==> src/rtl/mmio_axil_bridge.sv <==
// mmio_axil_bridge: buffers core MMIO load/store requests in a small FIFO and
// issues them one at a time as AXI4-Lite master transactions, returning one
// in-order response per request.
// Optional feature: define MMIO_TIMEOUT_EN to enable the response watchdog
// (TIMEOUT cycles); without it the bridge waits indefinitely for the slave.

module mmio_axil_bridge #(
    parameter int unsigned DEPTH   = 4,
    parameter int unsigned TIMEOUT = 255
) (
    input  logic        CLK,
    input  logic        RSTn,
    // Core request side
    input  logic        req_valid,
    output logic        req_ready,
    input  logic        req_wen,
    input  logic [31:0] req_addr,
    input  logic [63:0] req_data,
    input  logic [7:0]  req_wstrb,
    // Core response side
    output logic        rsp_valid,
    input  logic        rsp_ready,
    output logic [63:0] rsp_data,
    output logic        rsp_err,
    // AXI4-Lite write address
    output logic [31:0] MMIO_AWADDR,
    output logic        MMIO_AWVALID,
    input  logic        MMIO_AWREADY,
    // AXI4-Lite write data
    output logic [63:0] MMIO_WDATA,
    output logic [7:0]  MMIO_WSTRB,
    output logic        MMIO_WVALID,
    input  logic        MMIO_WREADY,
    // AXI4-Lite write response
    input  logic [1:0]  MMIO_BRESP,
    input  logic        MMIO_BVALID,
    output logic        MMIO_BREADY,
    // AXI4-Lite read address
    output logic [31:0] MMIO_ARADDR,
    output logic        MMIO_ARVALID,
    input  logic        MMIO_ARREADY,
    // AXI4-Lite read data
    input  logic [63:0] MMIO_RDATA,
    input  logic [1:0]  MMIO_RRESP,
    input  logic        MMIO_RVALID,
    output logic        MMIO_RREADY
);

    localparam int unsigned AW = $clog2(DEPTH);
    localparam int unsigned PW = AW + 1;

    typedef struct packed {
        logic        wen;
        logic [31:0] addr;
        logic [63:0] data;
        logic [7:0]  strb;
    } req_t;

    typedef enum logic [2:0] {
        StIdle,
        StWaddr,
        StWresp,
        StRaddr,
        StRdata,
        StRsp
    } state_e;

    req_t          fifo_q [DEPTH];
    req_t          head;
    logic [PW-1:0] wr_ptr_q, rd_ptr_q;
    logic          full, empty, push, pop;

    state_e        state_q, state_d;
    logic          aw_done_q, aw_done_d;
    logic          w_done_q, w_done_d;
    logic [63:0]   rsp_data_q, rsp_data_d;
    logic          rsp_err_q, rsp_err_d;
    logic          tmo_hit;

    // Full/empty come from registered pointers only, so a pop never frees a
    // slot for a push in the same cycle.
    assign empty     = (wr_ptr_q == rd_ptr_q);
    assign full      = (wr_ptr_q[AW-1:0] == rd_ptr_q[AW-1:0]) &&
                       (wr_ptr_q[AW] != rd_ptr_q[AW]);
    assign req_ready = ~full;
    assign push      = req_valid & ~full;
    assign pop       = (state_q == StRsp) & rsp_ready;
    assign head      = fifo_q[rd_ptr_q[AW-1:0]];

    // Payload comes straight from the head entry, which cannot change until
    // the response is consumed, so it is stable while any valid is high.
    assign MMIO_AWADDR = head.addr;
    assign MMIO_ARADDR = head.addr;
    assign MMIO_WDATA  = head.data;
    assign MMIO_WSTRB  = head.strb;

    assign rsp_data = rsp_data_q;
    assign rsp_err  = rsp_err_q;

    // FIFO storage write
    always_ff @(posedge CLK) begin
        if (push) begin
            fifo_q[wr_ptr_q[AW-1:0]] <= {req_wen, req_addr, req_data, req_wstrb};
        end
    end

    // FIFO pointers
    always_ff @(posedge CLK or negedge RSTn) begin
        if (!RSTn) begin
            wr_ptr_q <= '0;
            rd_ptr_q <= '0;
        end else begin
            if (push) wr_ptr_q <= wr_ptr_q + PW'(1);
            if (pop)  rd_ptr_q <= rd_ptr_q + PW'(1);
        end
    end

`ifdef MMIO_TIMEOUT_EN
    localparam int unsigned TW = $clog2(TIMEOUT + 1);

    logic [TW-1:0] tmo_cnt_q;
    logic          busy;

    assign busy    = (state_q == StWaddr) || (state_q == StWresp) ||
                     (state_q == StRaddr) || (state_q == StRdata);
    // Fires on the TIMEOUT-th cycle spent with an AXI transaction open
    assign tmo_hit = busy && (tmo_cnt_q == TW'(TIMEOUT - 1));

    // Watchdog counter: zero outside an open transaction, counts inside one
    always_ff @(posedge CLK or negedge RSTn) begin
        if (!RSTn) begin
            tmo_cnt_q <= '0;
        end else if (busy) begin
            tmo_cnt_q <= tmo_cnt_q + TW'(1);
        end else begin
            tmo_cnt_q <= '0;
        end
    end
`else
    logic unused_timeout;
    assign unused_timeout = ^TIMEOUT;
    assign tmo_hit        = 1'b0;
`endif

    // FSM and captured response registers
    always_ff @(posedge CLK or negedge RSTn) begin
        if (!RSTn) begin
            state_q    <= StIdle;
            aw_done_q  <= 1'b0;
            w_done_q   <= 1'b0;
            rsp_data_q <= '0;
            rsp_err_q  <= 1'b0;
        end else begin
            state_q    <= state_d;
            aw_done_q  <= aw_done_d;
            w_done_q   <= w_done_d;
            rsp_data_q <= rsp_data_d;
            rsp_err_q  <= rsp_err_d;
        end
    end

    // Next-state and AXI/response handshake outputs
    always_comb begin
        state_d      = state_q;
        aw_done_d    = aw_done_q;
        w_done_d     = w_done_q;
        rsp_data_d   = rsp_data_q;
        rsp_err_d    = rsp_err_q;
        MMIO_AWVALID = 1'b0;
        MMIO_WVALID  = 1'b0;
        MMIO_BREADY  = 1'b0;
        MMIO_ARVALID = 1'b0;
        MMIO_RREADY  = 1'b0;
        rsp_valid    = 1'b0;

        case (state_q)
            StIdle: begin
                aw_done_d = 1'b0;
                w_done_d  = 1'b0;
                if (!empty) begin
                    state_d = head.wen ? StWaddr : StRaddr;
                end
            end
            StWaddr: begin
                // Both valids rise together; each drops after its own handshake
                MMIO_AWVALID = ~aw_done_q;
                MMIO_WVALID  = ~w_done_q;
                if (!aw_done_q && MMIO_AWREADY) aw_done_d = 1'b1;
                if (!w_done_q && MMIO_WREADY)   w_done_d  = 1'b1;
                if (aw_done_d && w_done_d) begin
                    state_d = StWresp;
                end else if (tmo_hit) begin
                    rsp_data_d = '0;
                    rsp_err_d  = 1'b1;
                    state_d    = StRsp;
                end
            end
            StWresp: begin
                MMIO_BREADY = 1'b1;
                if (MMIO_BVALID) begin
                    rsp_data_d = '0;
                    rsp_err_d  = |MMIO_BRESP;
                    state_d    = StRsp;
                end else if (tmo_hit) begin
                    rsp_data_d = '0;
                    rsp_err_d  = 1'b1;
                    state_d    = StRsp;
                end
            end
            StRaddr: begin
                MMIO_ARVALID = 1'b1;
                if (MMIO_ARREADY) begin
                    state_d = StRdata;
                end else if (tmo_hit) begin
                    rsp_data_d = '0;
                    rsp_err_d  = 1'b1;
                    state_d    = StRsp;
                end
            end
            StRdata: begin
                MMIO_RREADY = 1'b1;
                if (MMIO_RVALID) begin
                    rsp_data_d = MMIO_RDATA;
                    rsp_err_d  = |MMIO_RRESP;
                    state_d    = StRsp;
                end else if (tmo_hit) begin
                    rsp_data_d = '0;
                    rsp_err_d  = 1'b1;
                    state_d    = StRsp;
                end
            end
            StRsp: begin
                rsp_valid = 1'b1;
                if (rsp_ready) begin
                    state_d = StIdle;
                end
            end
            default: begin
                state_d = StIdle;
            end
        endcase
    end

endmodule
==> config.mk <==
export PLATFORM = sky130hd
export DESIGN_NAME = mmio_axil_bridge
export DESIGN_NICKNAME = d
export VERILOG_FILES = /design/src/rtl/mmio_axil_bridge.sv
export SDC_FILE = /design/constraint.sdc
export NUM_CORES = 1
export LEC_CHECK = 0
export BUFFER_PORTS_ARGS = -buffer_cell sky130_fd_sc_hd__buf_2
export CORE_UTILIZATION = 35
export DETAILED_ROUTE_END_ITERATION = 8
export GPL_ROUTABILITY_DRIVEN = 0
export SLEW_MARGIN = 10
export SYNTH_ARGS = -nofsm -noshare
export SYNTH_HDL_FRONTEND = slang
export SYNTH_SLANG_ARGS = --single-unit
==> constraint.sdc <==
create_clock -name CLK -period 5.5 [get_ports CLK]
set_clock_uncertainty 0.05 [all_clocks]
set_input_delay 0.825 -clock CLK [delete_from_list [all_inputs] [get_ports CLK]]
set_output_delay 0.825 -clock CLK [all_outputs]
set_load 0.02 [all_outputs]
==> out/summary.log <==
INFO  route          detail_route.vias_per_cell=4.80
INFO  clocking       clock_tree.htree_level_count=2
INFO  logic_synthesis synth.avg_cell_area=22.9squm
INFO  setup_path     r2r_end=fifo_q[2][1]$_DFFE_PP_
INFO  final_layout   syn2layout_area_growth=22.5%
INFO  logic_synthesis ys_top_cells_by_area=sky130_fd_sc_hd__edfxtp_1, sky130_fd_sc_hd__mux4_2, sky130_fd_sc_hd__dfrtp_1
INFO  clocking       cts_tree=built
INFO  route          postRouteAntennaNets=0
INFO  final_layout   final_nets=1376
INFO  timing         max_slew_margin=41.9%
INFO  placed_design  place_hpwl=23700microns
INFO  logic_synthesis synthesized_cell_area=18400squm
INFO  clocking       cts.path.max_buffers=3
INFO  timing         tightestPinTransition=0.872ns
INFO  setup_path     regToRegStartpoint=rd_ptr_q[1]$_DFFE_PN0P_
INFO  power_and_ir_drop total_leakage_power=8.45nW
INFO  timing         final_min_period_over_clock_period=63.4%
INFO  clocking       cts_buffers=52
INFO  clocking       root_buffer=sky130_fd_sc_hd__clkbuf_16
INFO  clocking       cts_sinks=496
INFO  final_layout   final_core_utilization=43.7%
INFO  setup_path     critical_path_cell_with_the_highest_stage_delay=sky130_fd_sc_hd__dfrtp_4
INFO  outcome        outcome=complete, no violations
INFO  route          drc=0
INFO  setup_path     critPathMaxFanout=45
INFO  route          vias=9182
INFO  setup_path     timing.reg2reg.worst_path_depth=4
INFO  timing         report.final.setup_viol=0
INFO  timing         timing_hold_violations_final=0
INFO  timing         finalCriticalPeriod=3.49ns
INFO  power_and_ir_drop power_per_cell_area=610nW/um^2
INFO  timing         report.final.slew_viol_count=0
INFO  timing         rsz0062_at_grt=no
INFO  die            placement_rows=83
INFO  die            ios=390
INFO  power_and_ir_drop vdd_drop_max=0.431mV
INFO  logic_synthesis synth_fp_nets=993
INFO  clocking       post_cts_hold_buffer_count=0
INFO  route          drt_wl_total=39000microns
INFO  setup_path     timing.setup.critical_path_class=reg2out
INFO  logic_synthesis synth_sequential_area_ratio=78.7%
INFO  setup_path     start_kind=register
INFO  logic_synthesis netlist-cell-type-count=37
INFO  placed_design  post_dp_cell_area=20900squm
INFO  logic_synthesis synth_top_area_share=68.4%
INFO  route          first_pass_drt_iterations=4
INFO  global_routing antenna_found_initial=11
INFO  setup_path     worst-r2r-setup-slack=2.56ns
INFO  logic_synthesis ffs_latches_synth=496
INFO  clocking       ctsResizeCount=0
INFO  clocking       clk-insertion-delay-late=0.58ns
INFO  route          drt-wirelength-per-cell=20.4microns
INFO  setup_path     max_stage_delay=0.68ns
INFO  final_layout   layout.cell_area.non_filler=22600squm
INFO  die            starting_density_of_the_core=35.7%
INFO  setup_path     cpLargestDelayFamily=buffers and inverters
INFO  logic_synthesis yosys.area.top_type=sky130_fd_sc_hd__edfxtp_1
INFO  die            die_height=232microns
INFO  global_routing grt_first_pass_wirelength=56800microns
INFO  worst_hold_path min_path_type=in2async
INFO  die            design.die.area=53600squm
INFO  placed_design  place.port_buffers=389
INFO  setup_path     critical_path_required=4.62ns
INFO  setup_path     timing.critical_path.arrival=2.61ns
INFO  setup_path     end_kind=primary output
INFO  die            dieWidth=232microns
INFO  power_and_ir_drop design_power_total=13.8mW
INFO  run            drv_cap=0
INFO  final_layout   drive_above_1_share=48.5%
INFO  setup_path     critical_path.n_buffers_inverters=2
INFO  route          drt_iter0_drc=434
INFO  setup_path     worstSetupStartpoint=rd_ptr_q[1]$_DFFE_PN0P_
INFO  global_routing first_global_vias=9416
INFO  timing         max_freq=287MHz
INFO  logic_synthesis post_synth_inst_count=806
INFO  die            core_area=51700squm
INFO  timing         timing.setup.tns=0ns
INFO  final_layout   layout_common_cells=sky130_fd_sc_hd__edfxtp_1, sky130_fd_sc_hd__buf_2, sky130_fd_sc_hd__mux4_2, sky130_fd_sc_hd__dfrtp_1, sky130_fd_sc_hd__a22o_1
INFO  global_routing maximum_number_of_pins_on_one_net_before_global_route_repair=107
INFO  global_routing groute.usage.overall=14.2%
INFO  setup_path     critical_path.cell_chain=buf_4 -> mux4_2 -> buf_2
INFO  final_layout   antennaDiodeCount=0
INFO  clocking       clkTransAtPathRegs=0.06ns
INFO  global_routing global_route.overflow_total=0
INFO  clocking       postCtsSetupBuffers=0
INFO  logic_synthesis yosys_warnings=0
INFO  final_layout   leading_cell_type_in_the_layout_fill_and_taps_excluded=sky130_fd_sc_hd__edfxtp_1
-- through the flow --
| step | cells | hold WS (ns) | worst slack, ns |
|---|---|---|---|
| floorplan | 806 | 0.410 | 1.36 |
| global placement | 1815 | 0.425 | 2.56 |
| detailed placement | 1815 | 0.426 | 2.48 |
| CTS | 1911 | 0.276 | 1.90 |
| global route | 1911 | 0.321 | 1.86 |
| finish | 1911 | 0.294 | 2.01 |
-- area by class of cell --
| class | instances | area (sq um) |
|---|---|---|
| inverter | 4 | 15.0 |
| clock inverter | 28 | 292 |
| tap | 680 | 851 |
| multi-input combinational | 234 | 3410 |
| timing repair buffer | 401 | 2100 |
| sequential | 496 | 14500 |
| clock buffer | 68 | 1390 |
| fill | 4490 | 29100 |
-- layer usage --
| metal | wire (microns) | GRT usage (%) | share of wire (%) | vias up |
|---|---|---|---|---|
| li1 | - | - | - | 4093 |
| met1 | 15800 | 17.6 | 41 | 4666 |
| met2 | 18800 | 23.1 | 48 | 328 |
| met3 | 3300 | 5.04 | 8.5 | 79 |
| met4 | 920 | 4.97 | 2.4 | 16 |
| met5 | 103 | 0 | 0.26 | - |
-- cells in the mapped netlist --
| master | instances |
|---|---|
| sky130_fd_sc_hd__a211oi_1 | 1 |
| sky130_fd_sc_hd__a21boi_0 | 1 |
| sky130_fd_sc_hd__a21oi_1 | 4 |
| sky130_fd_sc_hd__a22o_1 | 64 |
| sky130_fd_sc_hd__a31oi_2 | 1 |
| sky130_fd_sc_hd__and2_1 | 5 |
| sky130_fd_sc_hd__and2_4 | 1 |
| sky130_fd_sc_hd__buf_12 | 1 |
| sky130_fd_sc_hd__buf_2 | 15 |
| sky130_fd_sc_hd__buf_4 | 39 |
| sky130_fd_sc_hd__buf_6 | 1 |
| sky130_fd_sc_hd__buf_8 | 5 |
| sky130_fd_sc_hd__clkbuf_1 | 11 |
| sky130_fd_sc_hd__dfrtp_1 | 76 |
| sky130_fd_sc_hd__edfxtp_1 | 420 |
| sky130_fd_sc_hd__ha_1 | 5 |
| sky130_fd_sc_hd__inv_1 | 4 |
| sky130_fd_sc_hd__mux2_1 | 1 |
| sky130_fd_sc_hd__mux2_2 | 2 |
| sky130_fd_sc_hd__mux4_2 | 105 |
| sky130_fd_sc_hd__nand2_1 | 6 |
| sky130_fd_sc_hd__nand2b_1 | 3 |
| sky130_fd_sc_hd__nand3_1 | 2 |
| sky130_fd_sc_hd__nand4b_1 | 1 |
| sky130_fd_sc_hd__nor2_1 | 7 |
| sky130_fd_sc_hd__nor2b_1 | 1 |
| sky130_fd_sc_hd__nor3_1 | 4 |
| sky130_fd_sc_hd__nor3b_1 | 3 |
| sky130_fd_sc_hd__nor3b_2 | 1 |
| sky130_fd_sc_hd__nor3b_4 | 1 |
| sky130_fd_sc_hd__o211a_1 | 1 |
| sky130_fd_sc_hd__o211ai_1 | 1 |
| sky130_fd_sc_hd__o21ai_0 | 3 |
| sky130_fd_sc_hd__o21ai_2 | 2 |
| sky130_fd_sc_hd__o22ai_1 | 1 |
| sky130_fd_sc_hd__xnor2_1 | 5 |
| sky130_fd_sc_hd__xor2_1 | 2 |
-- registers in the layout (all words and copies together), names as in the netlist --
signal and flops:
aw_done_q 1, wr_ptr_q 3, state_q 3, fifo_q 420, w_done_q 1, rsp_data 64
rsp_err 1, rd_ptr_q 3
-- logic make-up (layout without fill, tap and decap cells) --
group	Yosys count	in the layout	share of synthesized area [%]
AOI/OAI and AO/OA	79	79	3.60
xor gates and xnor gates	7	7	0.333
adders and majority gates	5	5	0.339
buffers and inverters	76	501	2.88
DFF	496	496	78.7
muxes	108	108	13.0
and+or+nand+nor	35	35	1.12
-- power by group --
group,switching [mW],internal [mW]
Sequential,0.333,5.13
Clock,1.43,1.99
Combinational,3.04,1.85
-- worst max-delay path by stage --
stage,end,slack [ns],cells past startpoint
floorplan,fifo_q[3][0]$_DFFE_PP_,1.36,3
global placement,fifo_q[2][17]$_DFFE_PP_,2.56,4
detailed placement,fifo_q[2][17]$_DFFE_PP_,2.48,4
CTS,MMIO_ARADDR[12],1.90,3
global route,MMIO_ARADDR[26],1.86,3
finish,MMIO_ARADDR[26],2.01,3
No activity file was read; power rests on OpenSTA's default activity.
